===== config.mk =====
export PLATFORM = sky130hd
export DESIGN_NAME = code_entry_ctrl
export DESIGN_NICKNAME = d
export VERILOG_FILES = /design/src/rtl/keylock_pkg.sv /design/src/rtl/code_shift_buf.sv /design/src/rtl/code_entry_ctrl.sv
export SDC_FILE = /design/constraint.sdc
export NUM_CORES = 1
export LEC_CHECK = 0
export CORE_ASPECT_RATIO = 0.8
export CORE_MARGIN = 3
export CORE_UTILIZATION = 64
export CTS_CLUSTER_SIZE = 20
export DETAILED_ROUTE_END_ITERATION = 8
export GPL_TIMING_DRIVEN = 1
export PLACE_DENSITY = 0.81
export SLEW_MARGIN = 25
export SYNTH_ARGS = -nofsm -noshare
export SYNTH_HDL_FRONTEND = slang
export SYNTH_SLANG_ARGS = --single-unit

===== constraint.sdc =====
create_clock -name clk -period 4.1 [get_ports clk]
set_input_delay 1.025 -clock clk [delete_from_list [all_inputs] [get_ports clk]]
set_output_delay 1.025 -clock clk [all_outputs]
set_load 0.1 [all_outputs]

===== src/rtl/keylock_pkg.sv =====
// Shared keypad definitions for the keylock code path: command key values,
// digit width and the command-key classifier.
package keylock_pkg;

  localparam int DIGIT_W = 4;

  localparam logic [DIGIT_W-1:0] KEY_PRINT = 4'd7;
  localparam logic [DIGIT_W-1:0] KEY_REPRO = 4'd8;
  localparam logic [DIGIT_W-1:0] KEY_LOCK  = 4'd9;

  // Command keys end an entry; every other key value is a digit.
  function automatic logic is_cmd_key(input logic [DIGIT_W-1:0] key);
    return (key == KEY_PRINT) || (key == KEY_REPRO) || (key == KEY_LOCK);
  endfunction

endpackage


===== src/rtl/code_shift_buf.sv =====
// Entry buffer: shifts digits in from the right, keeps only the newest
// CODE_LEN digits and counts how many are held (saturating at CODE_LEN).
module code_shift_buf
  import keylock_pkg::*;
#(
  parameter int CODE_LEN = 4
) (
  input  logic                              clk,
  input  logic                              resetN,
  input  logic                              clear,
  input  logic                              shift,
  input  logic [DIGIT_W-1:0]                din,
  output logic [CODE_LEN*DIGIT_W-1:0]       entry,
  output logic [$clog2(CODE_LEN+1)-1:0]     count,
  output logic                              full
);

  localparam int W  = CODE_LEN * DIGIT_W;
  localparam int CW = $clog2(CODE_LEN + 1);

  logic [W-1:0]  entry_reg;
  logic [CW-1:0] count_reg;
  logic [W-1:0]  shifted;

  // Digit 0 takes the new key; every other digit takes its lower neighbour,
  // so the oldest digit falls off the top.
  genvar gi;
  generate
    for (gi = 0; gi < CODE_LEN; gi++) begin : g_digit
      if (gi == 0) begin : g_lsd
        assign shifted[DIGIT_W-1:0] = din;
      end else begin : g_upper
        assign shifted[gi*DIGIT_W +: DIGIT_W] = entry_reg[(gi-1)*DIGIT_W +: DIGIT_W];
      end
    end
  endgenerate

  // Entry/count update: reset beats clear, clear beats shift.
  always_ff @(posedge clk) begin
    if (!resetN) begin
      entry_reg <= '0;
      count_reg <= '0;
    end else if (clear) begin
      entry_reg <= '0;
      count_reg <= '0;
    end else if (shift) begin
      entry_reg <= shifted;
      if (count_reg != CW'(CODE_LEN)) begin
        count_reg <= count_reg + CW'(1);
      end
    end
  end

  assign entry = entry_reg;
  assign count = count_reg;
  assign full  = (count_reg == CW'(CODE_LEN));

endmodule


===== src/rtl/code_entry_ctrl.sv =====
// Keypad code sequencer between the keypad decoder and the lock FSM.
// Buffers digits, holds program/user/candidate codes, produces match and
// ValidUC combinationally for the FSM, and commits codes on FSM strobes.
module code_entry_ctrl
  import keylock_pkg::*;
#(
  parameter int                           CODE_LEN   = 4,
  parameter logic [CODE_LEN*DIGIT_W-1:0]  DEFAULT_PC = 16'h1234
) (
  input  logic                            clk,
  input  logic                            resetN,
  input  logic                            rdy,
  input  logic [DIGIT_W-1:0]              keypress,
  input  logic                            CheckPC,
  input  logic                            CheckValidUC,
  input  logic                            confirmUC,
  input  logic                            LOCKING,
  input  logic                            ToggleLED1,
  input  logic                            Chillin,
  input  logic                            error,
  output logic                            match,
  output logic                            ValidUC,
  output logic                            locked,
  output logic [$clog2(CODE_LEN+1)-1:0]   digitCount
);

  localparam int W = CODE_LEN * DIGIT_W;

  logic         mode_any;
  logic         cmd_key;
  logic         cmd_strobe;
  logic         buf_clear;
  logic         buf_shift;
  logic [W-1:0] entry;
  logic         full;

  logic [W-1:0] last_entry_reg;
  logic [W-1:0] cand_reg;
  logic [W-1:0] uc_reg;
  logic [W-1:0] pc_reg;
  logic         locked_reg;
  logic         chillin_d_reg;

  assign mode_any   = CheckPC | CheckValidUC | confirmUC | LOCKING;
  assign cmd_key    = is_cmd_key(keypress);
  // A command key only counts while the FSM is in some entry mode.
  assign cmd_strobe = rdy & cmd_key & mode_any;
  assign buf_clear  = ~mode_any | error | cmd_strobe;
  assign buf_shift  = rdy & ~cmd_key;

  code_shift_buf #(
    .CODE_LEN (CODE_LEN)
  ) u_buf (
    .clk    (clk),
    .resetN (resetN),
    .clear  (buf_clear),
    .shift  (buf_shift),
    .din    (keypress),
    .entry  (entry),
    .count  (digitCount),
    .full   (full)
  );

  // Comparison result for the current FSM mode, in priority order.
  always_comb begin
    match = 1'b0;
    if (full) begin
      if (CheckPC) begin
        match = (entry == pc_reg);
      end else if (confirmUC) begin
        match = (entry == cand_reg);
      end else if (LOCKING && locked_reg) begin
        match = (entry == uc_reg);
      end else if (LOCKING) begin
        match = 1'b1;
      end
    end
  end

  // A new code must be complete and differ from the program code.
  assign ValidUC = CheckValidUC & full & (entry != pc_reg);

  // Code registers and commits; commits read only registered codes so a
  // digit arriving in the same cycle cannot disturb them.
  always_ff @(posedge clk) begin
    if (!resetN) begin
      last_entry_reg <= '0;
      cand_reg       <= '0;
      uc_reg         <= '0;
      pc_reg         <= DEFAULT_PC;
      locked_reg     <= 1'b0;
      chillin_d_reg  <= 1'b0;
    end else begin
      chillin_d_reg <= Chillin;
      if (cmd_strobe) begin
        last_entry_reg <= entry;
      end
      if (rdy && (keypress == KEY_REPRO) && ValidUC) begin
        cand_reg <= entry;
      end
      if (ToggleLED1) begin
        if (!locked_reg) begin
          uc_reg     <= last_entry_reg;
          locked_reg <= 1'b1;
        end else begin
          locked_reg <= 1'b0;
        end
      end
      if (Chillin && !chillin_d_reg) begin
        pc_reg <= cand_reg;
      end
    end
  end

  assign locked = locked_reg;

endmodule


==> impl_metrics.tcl <==
set metrics [dict create \
    rsz0062_at_grt "false" \
    hold_buffers 0 \
    clkSinkCount 85 \
    crit_path_end_kind "output pin" \
    multi_input_area_sq_um 1846 \
    ys_types 36 \
    rows 24 \
    fin_crit_ps 3427 \
    cts_tree "built" \
    cts-root-buf "clkbuf_8" \
    irDropWorstVdd_uv 285.1 \
    dieArea_sq_um 6826 \
    crit_type "flip-flop to output pin" \
    drive_above_1_share_pct 8.864 \
    wirelength_mm 8.230 \
    groute.usage.overall_pct 25.49 \
    num-nets-final 451 \
    crit_fanout 6 \
    antenna_found_initial 0 \
    synth_warnings 0 \
    critPathRequiredTime_ps 3070 \
    antennaDiodeCount 0 \
    wl_met2_mm 3.705 \
    detail-route-antenna-nets 0 \
    first_pass_iters 5 \
    skew_ps 8.378 \
    dp_hpwl_mm 5.435 \
    grt_max_degree 61 \
    dr.first_iter.drc_count 225 \
    insertion_delay_ps 360 \
    syn_to_final_growth_pct 10.47 \
    ys_ff_latch 85 \
    min_to "uc_reg[4]$_SDFFE_PN0P_" \
    top_layer "met4" \
    setup_viol_count_final 0 \
    fin_area_sq_um 4146 \
    finalMaxSlewViolations 0 \
    worstRegToRegCells 5 \
    seq_area_frac_synth_pct 45.33 \
    post_cts_buffers 0 \
    worstHoldStart "last_entry_reg[4]$_SDFFE_PN0P_" \
    cap_viol_max_count 0 \
    period_share_pct 83.58 \
    wl_met1_mm 3.857 \
    h-tree-depth 3 \
    r2r_end "cand_reg[1]$_SDFFE_PN0P_" \
    syn_area_sq_um 3754 \
    yosysTopAreaCell "dfxtp_1" \
    fp.dieW_um 91.62 \
    syn_avg_cell_area_sq_um 8.512 \
    p_leak_nw 1.538 \
    cts_buffer_depth 2 \
    synth.area.top_cells "dfxtp_1, xnor2_1, nand2_1" \
    cts_buffers 9 \
    cts.clk_slew.worst_paths_ps 80 \
    synthCells 441 \
    io_buffer_count 19 \
    r2r_start "u_buf.entry[14]$_SDFFE_PP0P_" \
    routed_via_density 5.834 \
    arrival_ps 2400 \
    outcome "finished clean" \
    io_pins 20 \
    holdCritPathClass "flip-flop to flip-flop" \
    fmax_mhz 291.8 \
    grt_pass1_wl_mm 13.63 \
    fillers 411 \
    grt_overflow 0 \
    slew_headroom_pct 35.12 \
    tightest_slew_ps 970.1 \
    grt_pass1_vias 2816 \
    syn_nets 457 \
    cts_resized 0 \
    power_w 0.001611 \
    synth_edf_count 0 \
    netlist.area_leader.share_pct 45.33 \
    core_sq_um 5555 \
    start_util_pct 67.57 \
    seqCellArea_sq_um 1702 \
    post_drt_wl_per_cell_um 15.89 \
    r2r_setup_slack_ps 1660 \
    globalplace.congestion 0.8931 \
    fin_setup_tns_ps 0 \
    post_dp_cell_area_sq_um 3938 \
    drc 0 \
    cp-start-kind "flip-flop" \
    p_per_area_nw_per_um2 388.4 \
    die_h_um 74.50 \
    synth_ff_type "dfxtp_1" \
    ys_async_sr_fraction_pct 0 \
    hold_depth 2 \
    finalHoldViolations 0 \
    wl_met3_um 503 \
    num_vias 3022 \
]
## cell usage in the layout, fill, tap and decap left out, drive strengths merged, types with 4 or more instances in the layout
cell type,netlist,routed
nand4,25,25
nand2,68,68
nor4,5,5
buf,9,11
inv,3,4
clkbuf,36,10
nand3,8,8
a21oi,46,46
dfxtp,85,85
nor2,34,34
o21ai,16,16
xnor2,33,33
clkdlybuf4s50,0,17
mux2i,17,17
xor2,16,16
o22ai,16,16
## how the worst max path moves through the flow
stage / from / endpoint / slack [ps] / depth (start not counted)
after floorplan: u_buf.entry[0]$_SDFFE_PP0P_ / match / 130 / 6
after global placement: keypress[3] / cand_reg[15]$_SDFFE_PN0P_ / 790 / 5
after detailed placement: keypress[3] / cand_reg[1]$_SDFFE_PN0P_ / 750 / 5
after CTS: u_buf.entry[2]$_SDFFE_PP0P_ / match / 680 / 6
after global routing: u_buf.entry[14]$_SDFFE_PP0P_ / match / 460 / 6
final: u_buf.entry[14]$_SDFFE_PP0P_ / match / 670 / 6
## cells in the mapped netlist (2+ instances only)
library cell and instances:
dfxtp_1 85, nand2_1 68, a21oi_1 46, clkbuf_1 36, nor2_1 34, xnor2_1 33, nand4_1 25, mux2i_1 17
o22ai_1 16, xor2_1 16, o21ai_2 10, nand3_1 7, buf_2 6, o21ai_0 6, nor4_1 5, inv_1 3
nand2b_1 3, and2_1 2, buf_6 2, ha_1 2, nand4b_1 2, nor2b_1 2, or4_1 2
## critical path: stages (launching register included)
cell and delay (ps):
dfxtp_1 500, xor2_1 110, nor4_1 550, nand4_1 220, a21o_1 230, a21oi_1 220, buf_12 210
## metrics by stage
| stage | hold WS (ps) | std cells | utilization (%) | setup WS [ps] |
|---|---|---|---|---|
| 2_1_floorplan | 431.5 | 441 | - | 134.8 |
| 3_3_place_gp | 435.6 | 502 | 70.88 | 787.6 |
| 3_5_place_dp | 446.4 | 502 | 70.88 | 746.4 |
| 4_1_cts | 459.6 | 518 | 74.64 | 675.2 |
| 5_1_grt | 470.8 | 518 | 74.64 | 461.2 |
| 6_report | 460.1 | 518 | 74.64 | 673.1 |
## report_power, final
part / leakage (nW) / internal [W] / switching, W / total, W
Clock: 0.0991 / 0.000302 / 0.000310 / 0.000612
Sequential: 0.688 / 0.000838 / 0.0000213 / 0.000860
Combinational: 0.750 / 0.0000554 / 0.0000834 / 0.000139
## cells by family (layout without fill, tap and decap cells)
logic type	Yosys count	after routing	synth area share, %
DFF	85	85	45.33
xor gates and xnor gates	49	49	11.43
buffers and inverters	49	48	5.500
adders and majority gates	2	2	0.6666
muxes	17	17	4.533
AOI/OAI and AO/OA	82	82	12.73
and+or+nand+nor	157	157	19.80
## metal layers
layer | up-vias | track usage [%]
li1 | 1482 | -
met1 | 1420 | 33.78
met2 | 102 | 40.40
met3 | 18 | 7.482
met4 | 0 | 8.696
met5 | - | 0
## layout make-up
type / instances / share of cell area, %
clock inverters: 6 / 1.720
repair buffers: 28 / 6.699
inverters: 4 / 0.3621
flip-flops and latches: 85 / 41.04
clock buffers: 10 / 3.319
multi-input cells: 307 / 44.51
well taps: 78 / 2.354
Power figures use the tool's default switching activity.
